<file path="src/rtl/mem_pkg.sv">
// -----------------------------------------------------------------------------
// mem_pkg
// Shared definitions for the two-port memory arbiter:
//   mem_state_e : arbiter FSM states (IDLE / ACCESS / RESP)
//   port_e      : requester select; the value doubles as the bit index of the
//                 one-hot grant vector produced by rr_arb2
//   CNT_W       : width of the access-latency counter (LATENCY is 1..15)
// -----------------------------------------------------------------------------
package mem_pkg;

  typedef enum logic [1:0] {
    IDLE   = 2'd0,
    ACCESS = 2'd1,
    RESP   = 2'd2
  } mem_state_e;

  typedef enum logic {
    PORT_I = 1'b0,
    PORT_D = 1'b1
  } port_e;

  localparam int CNT_W = 4;

endpackage

</file>
<file path="src/rtl/mem_arbiter_if.sv">
// -----------------------------------------------------------------------------
// mem_arbiter_if
// Bundles the fetch port, the data port and the shared memory port of the
// arbiter.
//
// Handshake: a requester raises ireq/dreq together with its address (and, on
// the data port, dwe/dwdata) and keeps all of them stable until the matching
// ack is high for one cycle; read data is valid in that ack cycle. The
// arbiter samples requests only while idle, so a request still high in the
// ack cycle counts as a fresh request on the next idle cycle. The memory
// side has no back-pressure: memread/memwrite are held for a fixed number of
// cycles and memrdata is sampled on the last of them.
//
// Modports:
//   slave  : arbiter view (requests and memrdata in; acks, read data,
//            memory strobes and busy out)
//   master : environment view (requesters plus memory model)
// -----------------------------------------------------------------------------
interface mem_arbiter_if #(
  parameter int ADDR_W = 32,
  parameter int DATA_W = 32
) ();

  // fetch port
  logic              ireq;
  logic [ADDR_W-1:0] iaddr;
  logic [DATA_W-1:0] irdata;
  logic              iack;

  // data port
  logic              dreq;
  logic              dwe;
  logic [ADDR_W-1:0] daddr;
  logic [DATA_W-1:0] dwdata;
  logic [DATA_W-1:0] drdata;
  logic              dack;

  // shared memory port
  logic [ADDR_W-1:0] memaddr;
  logic [DATA_W-1:0] memwdata;
  logic              memread;
  logic              memwrite;
  logic [DATA_W-1:0] memrdata;

  // status
  logic              busy;

  modport slave (
    input  ireq, iaddr,
    output irdata, iack,
    input  dreq, dwe, daddr, dwdata,
    output drdata, dack,
    output memaddr, memwdata, memread, memwrite,
    input  memrdata,
    output busy
  );

  modport master (
    output ireq, iaddr,
    input  irdata, iack,
    output dreq, dwe, daddr, dwdata,
    input  drdata, dack,
    input  memaddr, memwdata, memread, memwrite,
    output memrdata,
    input  busy
  );

endinterface

</file>
<file path="src/rtl/rr_arb2.sv">
// -----------------------------------------------------------------------------
// rr_arb2
// Two-way round-robin grant, purely combinational.
//   req_i      : fetch-port request
//   req_d      : data-port request
//   last_grant : port that won the previous arbitration
//   grant      : one-hot grant, bit PORT_I / bit PORT_D; all zero when idle
// On a tie the port that did not win last time is granted; a lone requester
// always wins.
// -----------------------------------------------------------------------------
module rr_arb2
  import mem_pkg::*;
(
  input  logic       req_i,
  input  logic       req_d,
  input  port_e      last_grant,
  output logic [1:0] grant
);

  always_comb begin
    grant = 2'b00;
    if (req_i && req_d) begin
      if (last_grant == PORT_D) begin
        grant = 2'b01;
      end else begin
        grant = 2'b10;
      end
    end else if (req_i) begin
      grant = 2'b01;
    end else if (req_d) begin
      grant = 2'b10;
    end
  end

endmodule

</file>
<file path="src/rtl/mem_arbiter.sv">
// -----------------------------------------------------------------------------
// mem_arbiter
// Shares one fixed-latency memory between an instruction-fetch port (read
// only) and a data port (read/write).
//
// Parameters:
//   LATENCY : cycles the memory strobe is held per access (1..15)
//   ADDR_W  : byte-address width (passed to memory unshifted)
//   DATA_W  : data width
// Ports:
//   clk       : clock, rising edge
//   reset     : synchronous, active-high
//   bus       : mem_arbiter_if.slave (requesters, memory port, busy)
//   state_dbg : current FSM state, for observation only
//
// Timing: a request accepted in IDLE at cycle t strobes memory in cycles
// t+1..t+LATENCY and acks in cycle t+LATENCY+1; the FSM is back in IDLE the
// cycle after, giving one access per LATENCY+2 cycles.
// -----------------------------------------------------------------------------
module mem_arbiter
  import mem_pkg::*;
#(
  parameter int LATENCY = 2,
  parameter int ADDR_W  = 32,
  parameter int DATA_W  = 32
) (
  input  logic         clk,
  input  logic         reset,
  mem_arbiter_if.slave bus,
  output mem_state_e   state_dbg
);

  // The counter starts at LATENCY-1 and the access ends when it reads 0,
  // so the strobe is up for exactly LATENCY cycles.
  localparam logic [CNT_W-1:0] CNT_LOAD = CNT_W'(LATENCY - 1);

  mem_state_e        state;
  mem_state_e        state_next;
  logic [CNT_W-1:0]  cnt;

  logic [1:0]        grant;
  logic              any_req;
  port_e             win_port;

  port_e             gnt_port;    // port owning the access in flight
  port_e             last_grant;  // round-robin history
  logic              we_q;
  logic [ADDR_W-1:0] addr_q;
  logic [DATA_W-1:0] wdata_q;
  logic [DATA_W-1:0] irdata_q;
  logic [DATA_W-1:0] drdata_q;

  // ---------------------------------------------------------------------------
  // Arbitration
  // ---------------------------------------------------------------------------
  rr_arb2 u_rr_arb2 (
    .req_i      (bus.ireq),
    .req_d      (bus.dreq),
    .last_grant (last_grant),
    .grant      (grant)
  );

  assign any_req  = |grant;
  assign win_port = grant[1] ? PORT_D : PORT_I;

  // ---------------------------------------------------------------------------
  // FSM: state register
  // ---------------------------------------------------------------------------
  always_ff @(posedge clk) begin
    if (reset) begin
      state <= IDLE;
    end else begin
      state <= state_next;
    end
  end

  // ---------------------------------------------------------------------------
  // FSM: next state
  // ---------------------------------------------------------------------------
  always_comb begin
    state_next = state;
    unique case (state)
      IDLE: begin
        if (any_req) begin
          state_next = ACCESS;
        end
      end
      ACCESS: begin
        if (cnt == '0) begin
          state_next = RESP;
        end
      end
      RESP: begin
        state_next = IDLE;
      end
      default: begin
        state_next = IDLE;
      end
    endcase
  end

  // ---------------------------------------------------------------------------
  // FSM: outputs
  // Strobes exist only in ACCESS, acks only in RESP, so a reset that forces
  // IDLE silences both on the very next cycle.
  // ---------------------------------------------------------------------------
  always_comb begin
    bus.memread  = 1'b0;
    bus.memwrite = 1'b0;
    bus.iack     = 1'b0;
    bus.dack     = 1'b0;
    unique case (state)
      ACCESS: begin
        if (we_q) begin
          bus.memwrite = 1'b1;
        end else begin
          bus.memread = 1'b1;
        end
      end
      RESP: begin
        if (gnt_port == PORT_D) begin
          bus.dack = 1'b1;
        end else begin
          bus.iack = 1'b1;
        end
      end
      default: begin
      end
    endcase
  end

  assign bus.busy     = (state != IDLE);
  assign bus.memaddr  = addr_q;
  assign bus.memwdata = wdata_q;
  assign bus.irdata   = irdata_q;
  assign bus.drdata   = drdata_q;
  assign state_dbg    = state;

  // ---------------------------------------------------------------------------
  // Datapath: request latch, latency counter, read-data capture
  // ---------------------------------------------------------------------------
  always_ff @(posedge clk) begin
    if (reset) begin
      cnt        <= '0;
      gnt_port   <= PORT_I;
      last_grant <= PORT_D;  // fetch port wins the first tie
      we_q       <= 1'b0;
      addr_q     <= '0;
      wdata_q    <= '0;
      irdata_q   <= '0;
      drdata_q   <= '0;
    end else begin
      unique case (state)
        IDLE: begin
          if (any_req) begin
            gnt_port   <= win_port;
            last_grant <= win_port;
            cnt        <= CNT_LOAD;
            if (win_port == PORT_D) begin
              addr_q  <= bus.daddr;
              wdata_q <= bus.dwdata;
              we_q    <= bus.dwe;
            end else begin
              // Fetches are always reads; write data keeps its old value.
              addr_q  <= bus.iaddr;
              we_q    <= 1'b0;
            end
          end
        end
        ACCESS: begin
          if (cnt == '0) begin
            if (!we_q) begin
              if (gnt_port == PORT_D) begin
                drdata_q <= bus.memrdata;
              end else begin
                irdata_q <= bus.memrdata;
              end
            end
          end else begin
            cnt <= cnt - CNT_W'(1);
          end
        end
        default: begin
        end
      endcase
    end
  end

endmodule

</file>
<file path="src/flat_wrapper.sv">
// flat-port wrapper written by rule: the top's interface ports become plain ports
module mem_arbiter_flat import mem_pkg::*;
#(
  parameter int LATENCY = 2,
  parameter int ADDR_W  = 32,
  parameter int DATA_W  = 32
)
  (clk, reset, state_dbg, bus_ireq, bus_iaddr, bus_irdata, bus_iack, bus_dreq, bus_dwe, bus_daddr, bus_dwdata, bus_drdata, bus_dack, bus_memaddr, bus_memwdata, bus_memread, bus_memwrite, bus_memrdata, bus_busy);
  mem_arbiter_if #(.ADDR_W(ADDR_W), .DATA_W(DATA_W)) bus_i ();
  input  logic clk;
  input  logic reset;
  output mem_state_e state_dbg;
  input wire logic [$bits(bus_i.ireq)-1:0] bus_ireq;
  input wire logic [$bits(bus_i.iaddr)-1:0] bus_iaddr;
  output wire logic [$bits(bus_i.irdata)-1:0] bus_irdata;
  output wire logic [$bits(bus_i.iack)-1:0] bus_iack;
  input wire logic [$bits(bus_i.dreq)-1:0] bus_dreq;
  input wire logic [$bits(bus_i.dwe)-1:0] bus_dwe;
  input wire logic [$bits(bus_i.daddr)-1:0] bus_daddr;
  input wire logic [$bits(bus_i.dwdata)-1:0] bus_dwdata;
  output wire logic [$bits(bus_i.drdata)-1:0] bus_drdata;
  output wire logic [$bits(bus_i.dack)-1:0] bus_dack;
  output wire logic [$bits(bus_i.memaddr)-1:0] bus_memaddr;
  output wire logic [$bits(bus_i.memwdata)-1:0] bus_memwdata;
  output wire logic [$bits(bus_i.memread)-1:0] bus_memread;
  output wire logic [$bits(bus_i.memwrite)-1:0] bus_memwrite;
  input wire logic [$bits(bus_i.memrdata)-1:0] bus_memrdata;
  output wire logic [$bits(bus_i.busy)-1:0] bus_busy;
  assign bus_i.ireq = bus_ireq;
  assign bus_i.iaddr = bus_iaddr;
  assign bus_irdata = bus_i.irdata;
  assign bus_iack = bus_i.iack;
  assign bus_i.dreq = bus_dreq;
  assign bus_i.dwe = bus_dwe;
  assign bus_i.daddr = bus_daddr;
  assign bus_i.dwdata = bus_dwdata;
  assign bus_drdata = bus_i.drdata;
  assign bus_dack = bus_i.dack;
  assign bus_memaddr = bus_i.memaddr;
  assign bus_memwdata = bus_i.memwdata;
  assign bus_memread = bus_i.memread;
  assign bus_memwrite = bus_i.memwrite;
  assign bus_i.memrdata = bus_memrdata;
  assign bus_busy = bus_i.busy;
  mem_arbiter #(.LATENCY(LATENCY), .ADDR_W(ADDR_W), .DATA_W(DATA_W)) u_core (.clk(clk), .reset(reset), .bus(bus_i), .state_dbg(state_dbg));
endmodule
</file>
<file path="config.mk">
export PLATFORM = sky130hd
export DESIGN_NAME = mem_arbiter_flat
export DESIGN_NICKNAME = d
export VERILOG_FILES = /design/src/rtl/mem_pkg.sv /design/src/rtl/mem_arbiter_if.sv /design/src/rtl/rr_arb2.sv /design/src/rtl/mem_arbiter.sv /design/src/flat_wrapper.sv
export SDC_FILE = /design/constraint.sdc
export NUM_CORES = 1
export LEC_CHECK = 0
export CAP_MARGIN = 20
export CORE_MARGIN = 3
export CORE_UTILIZATION = 37
export CTS_CLUSTER_SIZE = 30
export DETAILED_ROUTE_END_ITERATION = 8
export PLACE_DENSITY = 0.81
export SLEW_MARGIN = 25
export SYNTH_ARGS = -nofsm -noshare
export SYNTH_HDL_FRONTEND = slang
export SYNTH_HIERARCHICAL = 1
export SYNTH_SLANG_ARGS = --single-unit
</file>
<file path="constraint.sdc">
create_clock -name clk -period 1.8 [get_ports clk]
set_clock_uncertainty 0.15 [all_clocks]
set_input_delay 0.36 -clock clk [delete_from_list [all_inputs] [get_ports clk]]
set_output_delay 0.36 -clock clk [all_outputs]
set_load 0.01 [all_outputs]
</file>
==> out/metrics.cfg <==
[pwr]
power_switching_mw=2.39
seq_power_share_pct=37.3
p_int_mw=6.80
p_per_area_nw_per_um2=981
p_leak_nw=4.32
ir_drop_uv=689
p_clk_share_pct=41.5
swShare_pct=26.0
comb_power_share_pct=21.1
p_total_mw=9.19

[global_routing]
grt_max_degree=73
grtUsageMet3_pct=9.19
antenna_found_initial=0
grt_util_all_layers_pct=19.6
grt.busiest_layer=met2
overflow=0
met1_usage_pct=21.7
grtUsageMet2_pct=33.7
grt_pass1_vias=5200
grt_pass1_wl_mm=26.1

[clocking]
cts_max_level=4
cts_tree=yes
clock-sinks=137
cts_hold_buf=0
cts.path.max_buffers=2
clk_latency_ns=0.41
cts_root_buffer=clkbuf_16
path_clk_slew_ns=0.06
cts_buffers=17

[final_layout]
area_delta_synth_final_pct=66.0
final_nets=995
drive_gt1_share_pct=11.3
n_fill_cell=1240
seqCellArea_um2=2750
multi_input_area_um2=2740
diodes=0
final_util_pct=63.7

[setup_path]
arrival_ns=2.02
timing.critical_path.cells=inv_2 > ha_4 > or3b_4 > nor4_4 > buf_6 > buf_8 > mux2i_1
endpoint_kind=register
worstPathRequired_ns=1.98
cpPeakStageDelay_ns=0.39
start_kind=register
critical_path.slowest_cell=or3b_4
critPathMaxFanout=9
path_class=register to register

[route]
route.detailed.drc=0
dr.pass1.iters=4
ant_nets=0
first_iter_violations=285
vias_per_cell=4.91
wl_per_cell_um=16.2
vias=5188
wirelength_mm=17.1

[min_path]
hold_path.class=primary input to register

[synth]
synth_top_cell_by_area=dfxtp_1
synth_area_leaders=dfxtp_1 49%, mux2i_1 17%, nand2b_1 11%, a21oi_1 6.0%, a211oi_1 4.4%
ys_types=35
synth.top_cell.area_share_pct=48.6
syn_inst=584
synth_nets=718
synth_top_flop_cell=dfxtp_1
seq_area_frac_synth_pct=48.6
yosys_register_bits=137
synth_area_um2=5640
ys_warn_count=6
synth_area_per_cell_um2=9.66
synthArstFlopShare_pct=0
synth-edff-count=0

[timing]
setup_viol=5
period_needed_ns=1.84
drv_slew=0
slew_headroom_pct=74.3
hold_viol=0
fin_crit_sh_pct=102
rsz0062_at_grt=true
fmax_mhz=542
timing.final.ws_setup_ns=-0.0442
tightest_slew_ns=0.386

[placement]
dp_hpwl_mm=11.9
place.gp.congestion=0.776
port_buffers=267
dp_slack_ns=-0.358

[floorplan]
num_rows=44
num_io_pins=268
start_util_pct=38.4
die_w_um=129
dieArea_um2=16800
fp.coreArea_um2=14700
die_h_um=129

[run_status]
status=finished, violations left
violations=setup timing

[job]
drv_cap=0

layer usage:
metal | wire length (um) | vias to the layer above
li1 | - | 2567
met1 | 6840 | 2394
met2 | 8450 | 208
met3 | 1540 | 19
met4 | 255 | 0
met5 | 0 | -
worst max-delay path, delay by kind of cell (launching register included):
family / cells / cell delay [ns]
buf+inv: 3 / 0.41
flops: 1 / 0.32
simple gates: 2 / 0.54
fa+ha+maj: 1 / 0.12
mux: 1 / 0.22
logic make-up after synthesis:
kind of cell / count (synthesis) / share of synthesized area [%]
AND/OR/NAND/NOR: 185 / 18.1
flip-flops: 137 / 48.6
AO/OA/AOI/OAI: 111 / 11.8
multiplexers: 96 / 17.0
buffers and inverters: 54 / 4.24
adder cells (fa/ha/maj): 1 / 0.222
synthesized netlist by cell type (3+ instances only):
master    count
clkbuf_1     32
dfxtp_1     137
buf_1         3
inv_1         4
buf_2        11
nand2_1      65
buf_6         3
nor2_1        5
a211oi_1     33
or3b_1        3
mux2i_1      96
nand2b_1     97
a21oi_1      68
flip-flops by register name (all words and copies together), names as in the netlist:
register / count
u_core/we_q: 1
u_core/bus.memaddr: 32
u_core/gnt_port: 1
u_core/bus.irdata: 32
u_core/bus.memwdata: 32
u_core/state_dbg: 2
u_core/last_grant: 1
u_core/bus.drdata: 32
u_core/cnt: 4
timing repair:
| item | CTS | global route |
|---|---|---|
| hold endpoints to repair | 0 | 0 |
| pin swaps | 0 | 1 |
| gates resized for setup | 151 | 22 |
| cloned | 1 | 2 |
| setup buffers | 1 | 1 |
| setup endpoints to repair | 193 | 78 |
cell type report:
cell class | count | area share [%]
clock buffer | 17 | 4.54
clock inverter | 14 | 2.34
inverter | 5 | 0.200
multi-input combinational | 393 | 29.3
sequential | 137 | 29.4
tap | 184 | 2.46
timing repair buffer | 307 | 31.8
metrics by stage:
step	cells	cell area [um^2]	TNS [ns]	hold WS, ns
floorplan	584	5660	-2.88	0.302
global placement	1021	8730	-20.40	0.290
detailed placement	1021	8730	-22.42	0.297
CTS	1054	9270	-0.230	0.266
global route	1057	9370	-2.10	0.289
finish	1057	9370	-0.0780	0.290
cell usage in the layout, fill, tap and decap left out, types with 2 or more instances in the layout:
master and n:
dfxtp_1 134, clkdlybuf4s50_1 131, dlygate4sd2_1 123, nand2b_1 96, mux2i_1 96, a21oi_1 68
nand2_1 65, a211oi_1 32, buf_4 29, clkbuf_16 19, buf_12 8, bufinv_16 5
dlymetal6s2s_1 5, nor2_1 4, inv_6 3, buf_6 3, inv_2 3, clkinv_4 2
clkinv_2 2, clkinvlp_4 2, clkbuf_2 2, nor3b_4 2, or3b_1 2, nand4b_1 2
inv_1 2, o221ai_1 2, or3_1 2, o21ai_0 2, dfxtp_4 2
path summary, 6_finish.rpt:
check | slack [ns] | start | endpoint | depth (start not counted)
worst max-delay path | -0.04 | u_core/cnt[0]$_SDFFE_PP0P_ | u_core/bus.irdata[8]$_SDFFE_PP0P_ | 7
worst min-delay path | 0.29 | reset | u_core/bus.memaddr[3]$_SDFFE_PP0P_ | 3
worst max register to register | -0.04 | u_core/cnt[0]$_SDFFE_PP0P_ | u_core/bus.irdata[8]$_SDFFE_PP0P_ | 7
worst min register to register | 0.30 | u_core/bus.memwdata[25]$_SDFFE_PP0P_ | u_core/bus.memwdata[25]$_SDFFE_PP0P_ | 2
power groups by stage:
stage / registers [mW] / clock network, mW / logic [mW]
after CTS: 3.43 / 3.90 / 1.91
after floorplan: 3.59 / 0 / 0.801
final: 3.43 / 3.81 / 1.94
after detailed placement: 3.50 / 0 / 2.02
after global routing: 3.46 / 4.02 / 2.10
after global placement: 3.49 / 0 / 2.00
Note: power is estimated with default switching activity, not from simulation.
